### config.mk
export PLATFORM = sky130hd
export DESIGN_NAME = maxpool_2x2
export DESIGN_NICKNAME = d
export VERILOG_FILES = /design/src/rtl/cnn_pkg.sv /design/src/rtl/maxpool_addr_gen.sv /design/src/rtl/maxpool_2x2.sv
export SDC_FILE = /design/constraint.sdc
export NUM_CORES = 1
export LEC_CHECK = 0
export ABC_AREA = 1
export BUFFER_PORTS_ARGS = -buffer_cell sky130_fd_sc_hd__buf_4
export CORE_MARGIN = 1.5
export CORE_UTILIZATION = 58
export CTS_BUF_LIST = sky130_fd_sc_hd__clkbuf_4
export CTS_CLUSTER_DIAMETER = 30
export CTS_CLUSTER_SIZE = 16
export DETAILED_ROUTE_END_ITERATION = 7
export PLACE_DENSITY = 0.83
export SYNTH_ARGS = -nofsm -noshare
export SYNTH_HDL_FRONTEND = slang
export SYNTH_HIERARCHICAL = 1
export SYNTH_SLANG_ARGS = --single-unit
### constraint.sdc
create_clock -name clk -period 6.4 [get_ports clk]
set_input_delay 1.28 -clock clk [delete_from_list [all_inputs] [get_ports clk]]
set_output_delay 1.28 -clock clk [all_outputs]
set_load 0.1 [all_outputs]
### src/rtl/cnn_pkg.sv
// -----------------------------------------------------------------------------
// cnn_pkg
// Shared definitions for the CNN pipeline stages: activation width and type,
// activation range limits, and the state encoding of the 2x2 max-pool FSM.
// -----------------------------------------------------------------------------
package cnn_pkg;

    localparam int ACT_W = 8;

    typedef logic signed [ACT_W-1:0] act_t;

    localparam act_t ACT_MIN = act_t'(-128);
    localparam act_t ACT_MAX = act_t'(127);

    // RD0..RD3 issue the four window reads; LAST absorbs the final read data.
    typedef enum logic [2:0] {
        IDLE  = 3'd0,
        RD0   = 3'd1,
        RD1   = 3'd2,
        RD2   = 3'd3,
        RD3   = 3'd4,
        LAST  = 3'd5,
        WRITE = 3'd6,
        DONE  = 3'd7
    } pool_state_t;

endpackage

### src/rtl/maxpool_addr_gen.sv
// -----------------------------------------------------------------------------
// maxpool_addr_gen
// Window counters and address generation for the 2x2 / stride-2 max-pool stage.
//
// Ports:
//   clk, reset   clock, synchronous active-high reset
//   clear        zero the window counters (start accepted)
//   advance      step to the next window (row-major over the output map)
//   state        current FSM state, selects the read offset within the window
//   rd_addr      conv memory address for RD0..RD3, 0 otherwise
//   wr_addr      pool memory address in WRITE, 0 otherwise
//   last_window  current window is the bottom-right one of the output map
// -----------------------------------------------------------------------------
module maxpool_addr_gen
    import cnn_pkg::*;
#(
    parameter int IN_COLS   = 26,
    parameter int IN_ROWS   = 26,
    parameter int RD_ADDR_W = 10,
    parameter int WR_ADDR_W = 8
) (
    input  logic                 clk,
    input  logic                 reset,
    input  logic                 clear,
    input  logic                 advance,
    input  pool_state_t          state,
    output logic [RD_ADDR_W-1:0] rd_addr,
    output logic [WR_ADDR_W-1:0] wr_addr,
    output logic                 last_window
);

    // Floor division: an odd trailing column/row never forms a window.
    localparam int OUT_COLS = IN_COLS / 2;
    localparam int OUT_ROWS = IN_ROWS / 2;
    localparam int OC_W     = (OUT_COLS > 1) ? $clog2(OUT_COLS) : 1;
    localparam int OR_W     = (OUT_ROWS > 1) ? $clog2(OUT_ROWS) : 1;

    localparam logic [OC_W-1:0] LAST_COL = OC_W'(OUT_COLS - 1);
    localparam logic [OR_W-1:0] LAST_ROW = OR_W'(OUT_ROWS - 1);

    logic [OC_W-1:0] ocol;
    logic [OR_W-1:0] orow;

    // Addresses are formed at 32 bits and only then narrowed to the ports.
    logic [31:0] base;
    logic [31:0] rd_full;
    logic [31:0] wr_full;

    // NOTE: sequential state uses non-blocking assignments so every register
    // samples pre-edge values regardless of process evaluation order.
    always_ff @(posedge clk) begin
        if (reset || clear) begin
            ocol <= '0;
            orow <= '0;
        end else if (advance) begin
            if (ocol == LAST_COL) begin
                ocol <= '0;
                orow <= orow + 1'b1;
            end else begin
                ocol <= ocol + 1'b1;
            end
        end
    end

    // NOTE: every signal driven in always_comb gets a default first, so no
    // path through the block can leave it unassigned and infer a latch.
    always_comb begin
        base    = 32'(orow) * 32'(2 * IN_COLS) + 32'(ocol) * 32'd2;
        wr_full = 32'(orow) * 32'(OUT_COLS) + 32'(ocol);
        rd_full = '0;
        case (state)
            RD0:     rd_full = base;
            RD1:     rd_full = base + 32'd1;
            RD2:     rd_full = base + 32'(IN_COLS);
            RD3:     rd_full = base + 32'(IN_COLS) + 32'd1;
            default: rd_full = '0;
        endcase
    end

    assign rd_addr     = RD_ADDR_W'(rd_full);
    assign wr_addr     = (state == WRITE) ? WR_ADDR_W'(wr_full) : '0;
    assign last_window = (ocol == LAST_COL) && (orow == LAST_ROW);

endmodule

### src/rtl/maxpool_2x2.sv
// -----------------------------------------------------------------------------
// maxpool_2x2
// 2x2 / stride-2 max pooling over the signed conv result map. One full map per
// start pulse, 6 cycles per window, one write per window, done pulse at end.
//
// Optional feature: define MAXPOOL_ARGMAX_EN to add wr_idx, the RD-order index
// (0..3) of the winning element; ties resolve to the lowest index.
//
// Ports:
//   clk, reset   clock, synchronous active-high reset (aborts a run at once)
//   start        one-cycle pulse, accepted only in IDLE
//   busy         high from the cycle after an accepted start until done
//   done         one-cycle pulse after the last write
//   rd_en        conv memory read enable (RD0..RD3 only)
//   rd_addr      conv memory address, row-major
//   rd_data      conv memory data, valid one cycle after rd_en
//   wr_en        pool memory write strobe
//   wr_addr      pool memory address, row-major over the output map
//   wr_data      pooled maximum
//   wr_idx       (MAXPOOL_ARGMAX_EN only) winning element index, valid with wr_en
// -----------------------------------------------------------------------------
module maxpool_2x2
    import cnn_pkg::*;
#(
    parameter int IN_COLS   = 26,
    parameter int IN_ROWS   = 26,
    parameter int DATA_W    = ACT_W,
    parameter int RD_ADDR_W = 10,
    parameter int WR_ADDR_W = 8
) (
    input  logic                 clk,
    input  logic                 reset,
    input  logic                 start,
    output logic                 busy,
    output logic                 done,
    output logic                 rd_en,
    output logic [RD_ADDR_W-1:0] rd_addr,
    input  logic [DATA_W-1:0]    rd_data,
    output logic                 wr_en,
    output logic [WR_ADDR_W-1:0] wr_addr,
    output logic [DATA_W-1:0]    wr_data
`ifdef MAXPOOL_ARGMAX_EN
    ,
    output logic [1:0]           wr_idx
`endif
);

    pool_state_t state;
    pool_state_t state_next;

    logic                     last_window;
    logic                     clear;
    logic                     advance;
    logic signed [DATA_W-1:0] rd_val;
    logic signed [DATA_W-1:0] acc;
    logic                     take;

    assign rd_val  = $signed(rd_data);
    assign clear   = (state == IDLE) && start;
    assign advance = (state == WRITE) && !last_window;
    // Strict greater-than: on a tie the earlier element is kept.
    assign take    = rd_val > acc;

    maxpool_addr_gen #(
        .IN_COLS   (IN_COLS),
        .IN_ROWS   (IN_ROWS),
        .RD_ADDR_W (RD_ADDR_W),
        .WR_ADDR_W (WR_ADDR_W)
    ) u_addr_gen (
        .clk         (clk),
        .reset       (reset),
        .clear       (clear),
        .advance     (advance),
        .state       (state),
        .rd_addr     (rd_addr),
        .wr_addr     (wr_addr),
        .last_window (last_window)
    );

    // State register.
    always_ff @(posedge clk) begin
        if (reset) begin
            state <= IDLE;
        end else begin
            state <= state_next;
        end
    end

    // Next-state logic.
    always_comb begin
        state_next = state;
        case (state)
            IDLE:    if (start) state_next = RD0;
            RD0:     state_next = RD1;
            RD1:     state_next = RD2;
            RD2:     state_next = RD3;
            RD3:     state_next = LAST;
            LAST:    state_next = WRITE;
            WRITE:   state_next = last_window ? DONE : RD0;
            DONE:    state_next = IDLE;
            default: state_next = IDLE;
        endcase
    end

    // Read data lags rd_en by one cycle, so the element read in RDn is
    // consumed while the FSM sits in the following state.
    always_ff @(posedge clk) begin
        if (reset) begin
            acc <= '0;
        end else begin
            case (state)
                RD1:              acc <= rd_val;
                RD2, RD3, LAST:   if (take) acc <= rd_val;
                default:          acc <= acc;
            endcase
        end
    end

`ifdef MAXPOOL_ARGMAX_EN
    logic [1:0] idx;

    always_ff @(posedge clk) begin
        if (reset) begin
            idx <= 2'd0;
        end else begin
            case (state)
                RD1:     idx <= 2'd0;
                RD2:     if (take) idx <= 2'd1;
                RD3:     if (take) idx <= 2'd2;
                LAST:    if (take) idx <= 2'd3;
                default: idx <= idx;
            endcase
        end
    end
`endif

    // Output logic.
    always_comb begin
        busy    = 1'b0;
        done    = 1'b0;
        rd_en   = 1'b0;
        wr_en   = 1'b0;
        wr_data = '0;
`ifdef MAXPOOL_ARGMAX_EN
        wr_idx  = 2'd0;
`endif
        case (state)
            RD0, RD1, RD2, RD3: begin
                busy  = 1'b1;
                rd_en = 1'b1;
            end
            LAST: begin
                busy = 1'b1;
            end
            WRITE: begin
                busy    = 1'b1;
                wr_en   = 1'b1;
                wr_data = acc;
`ifdef MAXPOOL_ARGMAX_EN
                wr_idx  = idx;
`endif
            end
            DONE: begin
                done = 1'b1;
            end
            default: begin
                busy = 1'b0;
            end
        endcase
    end

endmodule
==> impl_metrics.yaml, run 1 <==
logic_synthesis:
  yosysTopAreaCellShare: 0.199
  synth_seq_cells: 19
  synth_cells: 368
  synth_common_cells: "80 x nand2_1, 60 x inv_1, 50 x nor2_1"
  synth_ff_type: "dfxtp_1"
  synth-edff-count: 0
  synth.distinct_cells: 29
  synth_fp_nets: 421
  seq_area_frac_synth: 0.164
  avgSynthCellArea_um2: 6.31
  synth_area_um2: 2320
  synth-async-reset-ratio: 0
  synth_most_common_cell: "nand2_1"
  yosys.area.top_type: "ha_1"
  synth.area.top_cells: "ha_1 20%, dfxtp_1 16%, nand2_1 13%"
  yosysWarnings: 6
power_and_ir_drop:
  intPower_mw: 0.211
  power_leakage_nw: 1.50
  power_density_nw_per_um2: 148
  ir_drop_mv: 0.178
  seqPwrFrac: 0.353
  pwr-share-comb: 0.489
  p_sw_frac: 0.470
  p_clk_frac: 0.158
  p_sw_mw: 0.187
timing:
  period_share: 0.738
  final_max_slew_viol_count: 0
  tightest_slew_ns: 0.639
  hold_viol: 0
  final-setup-viol-count: 0
  slew_headroom: 0.573
  fin_setup_tns_ns: 0
  fmax_mhz: 212
  hold-worst-slack_ns: 0.549
  finalCriticalPeriod_ns: 4.72
  rsz0062_at_grt: "no"
  finalClockSkew_ns: 0.00232
die:
  coreArea_um2: 3740
  chipWidth_um: 66.3
  io_pins: 41
  die-area_um2: 4390
  die_h_um: 66.3
  fp-row-count: 22
  start_util: 0.621
route:
  postRouteAntennaNets: 0
  wirelength_mm: 4.89
  vias_per_cell: 5.15
  first_iter_violations: 71
  vias: 2354
  wire_per_inst_um: 10.7
  first_pass_iters: 6
  drc_errors: 0
setup_path:
  worst_setup_path_end_kind: "output port"
  rr_worst_depth: 9
  crit_slowest_cell: "fa_1"
  cp_num_buf_inv: 2
  worstPathRequired_ns: 5.12
  cpMostUsedCell: "a21oi_1"
  worst_setup_path_start_kind: "register"
  path_depth: 13
  cp_top_family: "adder cells"
  path_max_fanout: 6
  crit_type: "reg -> out"
  path_cells: "inv_1, ha_1, ha_1, fa_1, ha_1, a21oi_1, a21oi_1, nand2_1, nand2_1, a21oi_1, nand2_1, a21oi_1, buf_4"
  arrival_ns: 3.44
  max_stage_delay_ns: 0.49
outcome:
  status: "completed"
global_route:
  grt_start_max_net_pins: 17
  overflow: 0
  grt_pass1_vias: 2003
  antenna_found_initial: 0
  grt_pass1_wl_mm: 8.36
  grt_usage: 0.239
clock_network:
  clk_pin_slew_ns: 0.11
  ctsResizeCount: 0
  clock_path_buffers: 2
  root_buffer: "clkbuf_4"
  post_cts_buffers: 0
  htreeDepth: 1
  clk_latency_ns: 0.31
  cts_buffers: 3
  hold_buffers: 0
  cts_tree: "done"
  clock-sinks: 19
placed_design:
  gp_congestion: 0.853
  numPlacedInstances: 453
  hpwl_mm: 4.10
  port_buffers: 40
layout:
  drive_gt1_frac: 0.139
  n_antenna_cell: 0
  num-fill-cells: 334
  syn_to_final_growth_pct: 15.7
  fin_cells: 457
  layout.nets: 463
min_path:
  hold_path_depth: 2
  hp-class: "reg -> reg"
job:
  max_cap_violations: 0
==> final cells by class <==
class | instances | area, um2 | area share
clock buffer | 3 | 22.5 | 0.00838
clock inverter | 1 | 5.00 | 0.00186
inverter | 67 | 251 | 0.0936
multi-input combinational | 279 | 1670 | 0.621
sequential | 19 | 380 | 0.142
tap | 48 | 60.1 | 0.0223
timing repair buffer | 40 | 300 | 0.112
==> per-stage QoR <==
step / total power, mW / cell area [um2] / utilization / worst slack, ns
final: 0.398 / 2690 / 0.718 / 1.68
after global routing: 0.427 / 2690 / 0.718 / 1.39
after CTS: 0.399 / 2690 / 0.718 / 1.70
after detailed placement: 0.337 / 2660 / 0.711 / 2.04
after global placement: 0.332 / 2660 / 0.711 / 2.17
after floorplan: 0.300 / 2320 / - / 0.143
==> worst register-to-register path, stage by stage, from the launching register on <==
cell,delay (ns)
dfxtp_1,0.50
inv_2,0.11
nor3_1,0.38
clkinv_1,0.36
nor2_1,0.33
inv_1,0.12
nor2_1,0.22
inv_1,0.13
o21ai_0,0.17
a21oi_1,0.05
==> metal layers <==
layer / track usage / wire length, um / vias to the layer above
met2: 0.410 / 2210 / 61
li1: - / - / 1261
met1: 0.324 / 2460 / 1030
met4: 0.0306 / 12 / 0
met5: 0 / 0 / -
met3: 0.0358 / 212 / 2
==> sequential cells by signal, indices dropped and copies added, names as in the netlist <==
| signal | flops |
|---|---|
| u_addr_gen/ocol | 4 |
| acc | 8 |
| u_addr_gen/orow | 4 |
| state | 3 |
==> placed cells by master (no fill, tap or decap) <==
| cell type | Yosys | routed |
|---|---|---|
| nand2_1 | 80 | 80 |
| inv_1 | 60 | 60 |
| nor2_1 | 50 | 50 |
| buf_4 | 1 | 40 |
| ha_1 | 37 | 37 |
| nand3_1 | 32 | 32 |
| a21oi_1 | 29 | 29 |
| o21ai_0 | 19 | 19 |
| dfxtp_1 | 19 | 19 |
| inv_2 | 5 | 5 |
| fa_1 | 5 | 5 |
| nor3_1 | 4 | 4 |
| xor2_1 | 4 | 4 |
| clkbuf_4 | 0 | 3 |
| nand4_1 | 3 | 3 |
| clkinv_1 | 2 | 2 |
| o21ai_2 | 2 | 2 |
| nand2_2 | 2 | 2 |
| nand3_2 | 2 | 2 |
| o21ai_1 | 2 | 2 |
| o21a_1 | 1 | 1 |
| a21o_1 | 1 | 1 |
| nand3_4 | 1 | 1 |
| clkinv_2 | 0 | 1 |
| xnor2_2 | 1 | 1 |
| nand3b_1 | 1 | 1 |
| a22o_1 | 1 | 1 |
| xnor2_1 | 1 | 1 |
| a2111oi_0 | 1 | 1 |
==> power by group through the flow <==
stage | clock [mW] | combinational, mW | sequential (mW)
4_1_cts | 0.0642 | 0.195 | 0.140
2_1_floorplan | 0 | 0.159 | 0.141
5_1_grt | 0.0679 | 0.217 | 0.142
3_5_place_dp | 0 | 0.194 | 0.143
3_3_place_gp | 0 | 0.190 | 0.143
6_report | 0.0629 | 0.195 | 0.141
==> logic make-up after synthesis <==
group                      count (synthesis)  share of synthesized area
and+or+nand+nor                          175                      0.320
buffers and inverters                     70                      0.118
AOI/OAI and AO/OA                         56                      0.129
adders and majority gates                 42                      0.242
DFF                                       19                      0.164
xor gates and xnor gates                   6                     0.0258
==> path summary, 6_finish.rpt <==
check / from / endpoint / slack, ns
setup / recovery: u_addr_gen/orow[0]$_SDFFE_PP0P_ / wr_addr[7] / 1.68
hold / removal: u_addr_gen/orow[3]$_SDFFE_PP0P_ / u_addr_gen/orow[3]$_SDFFE_PP0P_ / 0.55
setup reg to reg: state[2]$_SDFFE_PP0P_ / u_addr_gen/orow[0]$_SDFFE_PP0P_ / 3.94
hold reg to reg: u_addr_gen/orow[3]$_SDFFE_PP0P_ / u_addr_gen/orow[3]$_SDFFE_PP0P_ / 0.55
Note: power is estimated with default switching activity, not from simulation.
==> run 2: changes to the inputs <==
--- a/config.mk
+++ b/config.mk
@@ -8,12 +8,12 @@
 export ABC_AREA = 1
 export BUFFER_PORTS_ARGS = -buffer_cell sky130_fd_sc_hd__buf_4
 export CORE_MARGIN = 1.5
-export CORE_UTILIZATION = 58
+export CORE_UTILIZATION = 53
 export CTS_BUF_LIST = sky130_fd_sc_hd__clkbuf_4
 export CTS_CLUSTER_DIAMETER = 30
 export CTS_CLUSTER_SIZE = 16
 export DETAILED_ROUTE_END_ITERATION = 7
-export PLACE_DENSITY = 0.83
+export PLACE_DENSITY = 0.8
 export SYNTH_ARGS = -nofsm -noshare
 export SYNTH_HDL_FRONTEND = slang
 export SYNTH_HIERARCHICAL = 1
==> constraint.sdc (replaced) <==
create_clock -name clk -period 4.02 [get_ports clk]
set_input_delay 0.804 -clock clk [delete_from_list [all_inputs] [get_ports clk]]
set_output_delay 0.804 -clock clk [all_outputs]
set_load 0.1 [all_outputs]
==> impl_metrics.yaml, run 2 (synthesis gave the netlist of run 1 again) <==
global_route:
  grt_pass1_wl_mm: 9.27
  grt_start_max_net_pins: 17
  grt_usage: 0.224
  antenna_found_initial: 0
  grt_pass1_vias: 2290
  overflow: 0
placed_design:
  gp_congestion: 0.871
  dpl-instance-area_um2: 2740
  port_buffers: 40
  hpwl_mm: 4.24
  dpl_worst_slack_ns: 0.215
  numPlacedInstances: 459
power_and_ir_drop:
  seqPwrFrac: 0.350
  ir_drop_mv: 0.163
  p_clk_frac: 0.158
  pwr-share-comb: 0.492
  intPower_mw: 0.336
  p_sw_mw: 0.303
  power_leakage_nw: 1.52
  p_sw_frac: 0.474
  power_density_nw_per_um2: 221
  finalPower_mw: 0.639
layout:
  drive_gt1_frac: 0.189
  n_antenna_cell: 0
  syn_to_final_growth_pct: 24.2
  num-fill-cells: 390
  top_register: "acc"
  fin_cells: 463
  largest_register_ffs: 8
  final_common_cell: "nand2_1"
  mostFrequentLayoutCells: "80 x nand2_1, 60 x inv_1, 48 x nor2_1, 40 x buf_4"
  stdcell_area_um2: 2890
  layout.nets: 467
  top_regs: "acc: 8 flops, u_addr_gen/ocol: 4 flops, u_addr_gen/orow: 4 flops"
setup_path:
  crit_slowest_cell: "fa_2"
  max_stage_delay_ns: 0.57
  cp_num_buf_inv: 2
  worst_setup_path_end_kind: "output port"
  path_cells: "inv_1, ha_4, ha_4, fa_2, ha_4, a21oi_2, a21oi_2, nand2_1, nand2_1, a21oi_1, nand2_1, a21oi_4, buf_12"
  cp_top_family: "adder cells"
  path_max_fanout: 5
  crit_type: "reg -> out"
  arrival_ns: 3.05
  worstPathRequired_ns: 3.22
  worst_setup_path_start_kind: "register"
timing:
  slew_headroom: 0.581
  final_max_slew_viol_count: 0
  finalCriticalPeriod_ns: 3.85
  finalClockSkew_ns: 0.00433
  hold_viol: 0
  tightest_slew_ns: 0.626
  fmax_mhz: 259
  period_share: 0.959
  finalWorstSetupSlack_ns: 0.166
  final-setup-viol-count: 0
route:
  drc_errors: 0
  wire_per_inst_um: 11.3
  wirelength_mm: 5.25
  vias_per_cell: 5.17
  postRouteAntennaNets: 0
  first_iter_violations: 70
  first_pass_iters: 4
  vias: 2392
clock_network:
  hold_buffers: 0
  clock-sinks: 19
  htreeDepth: 1
  cts_tree: "done"
  post_cts_buffers: 0
  root_buffer: "clkbuf_4"
  clk_latency_ns: 0.30
  clk_pin_slew_ns: 0.12
  clock_path_buffers: 2
  cts_buffers: 3
die:
  io_pins: 41
  die-area_um2: 4790
  fp-row-count: 23
  die_h_um: 69.2
  start_util: 0.565
  coreArea_um2: 4120
  chipWidth_um: 69.2
min_path:
  hp-class: "reg -> reg"
job:
  max_cap_violations: 0
outcome:
  status: "completed"
[run 2: layout make-up]
type                            count  area, um2  area share
Clock inverter                      1       5.00     0.00173
Sequential cell                    19        382       0.132
Tap cell                           50       62.6      0.0217
Clock buffer                        3       22.5     0.00781
Timing Repair Buffer               44        372       0.129
Multi-Input combinational cell    279       1790       0.621
Inverter                           67        251      0.0872
[run 2: worst min-delay path, cell delays in order, from the launching register on]
cell and delay, ns:
dfxtp_1 0.33, inv_1 0.11, a21oi_1 0.07
[run 2: final timing paths]
check / startpoint / to / slack, ns / depth (start not counted)
worst max register to register: state[2]$_SDFFE_PP0P_ / u_addr_gen/orow[0]$_SDFFE_PP0P_ / 1.68 / 9
worst max-delay path: u_addr_gen/orow[0]$_SDFFE_PP0P_ / wr_addr[7] / 0.17 / 13
worst min-delay path: u_addr_gen/orow[1]$_SDFFE_PP0P_ / u_addr_gen/orow[1]$_SDFFE_PP0P_ / 0.54 / 2
worst min register to register: u_addr_gen/orow[1]$_SDFFE_PP0P_ / u_addr_gen/orow[1]$_SDFFE_PP0P_ / 0.54 / 2
[run 2: what timing repair did]
item,in CTS,in global routing
cloned,0,0
pin swaps,1,1
gates resized for setup,6,16
endpoints found under the setup margin,2,5
[run 2: through the flow]
stage	util	hold slack (ns)	setup TNS, ns
6_report	0.701	0.542	0
5_1_grt	0.701	0.574	-0.0230
3_5_place_dp	0.666	0.470	0
2_1_floorplan	-	0.491	0
4_1_cts	0.681	0.486	0
3_3_place_gp	0.666	0.457	0
[run 2: layer usage]
metal,track usage,part of all wire,vias to the layer above,routed length (um)
met1,0.265,0.44,1067,2320
met2,0.428,0.52,35,2740
li1,-,-,1281,-
met4,0.0719,0.014,0,76
met5,0,0,-,0
met3,0.0116,0.021,9,111
[run 2: power groups by stage]
stage	Clock, mW	Combinational, mW	Sequential [mW]
final	0.101	0.314	0.224
after global routing	0.112	0.348	0.227
after CTS	0.104	0.315	0.224
after detailed placement	0	0.314	0.228
after global placement	0	0.306	0.228
after floorplan	0	0.257	0.225
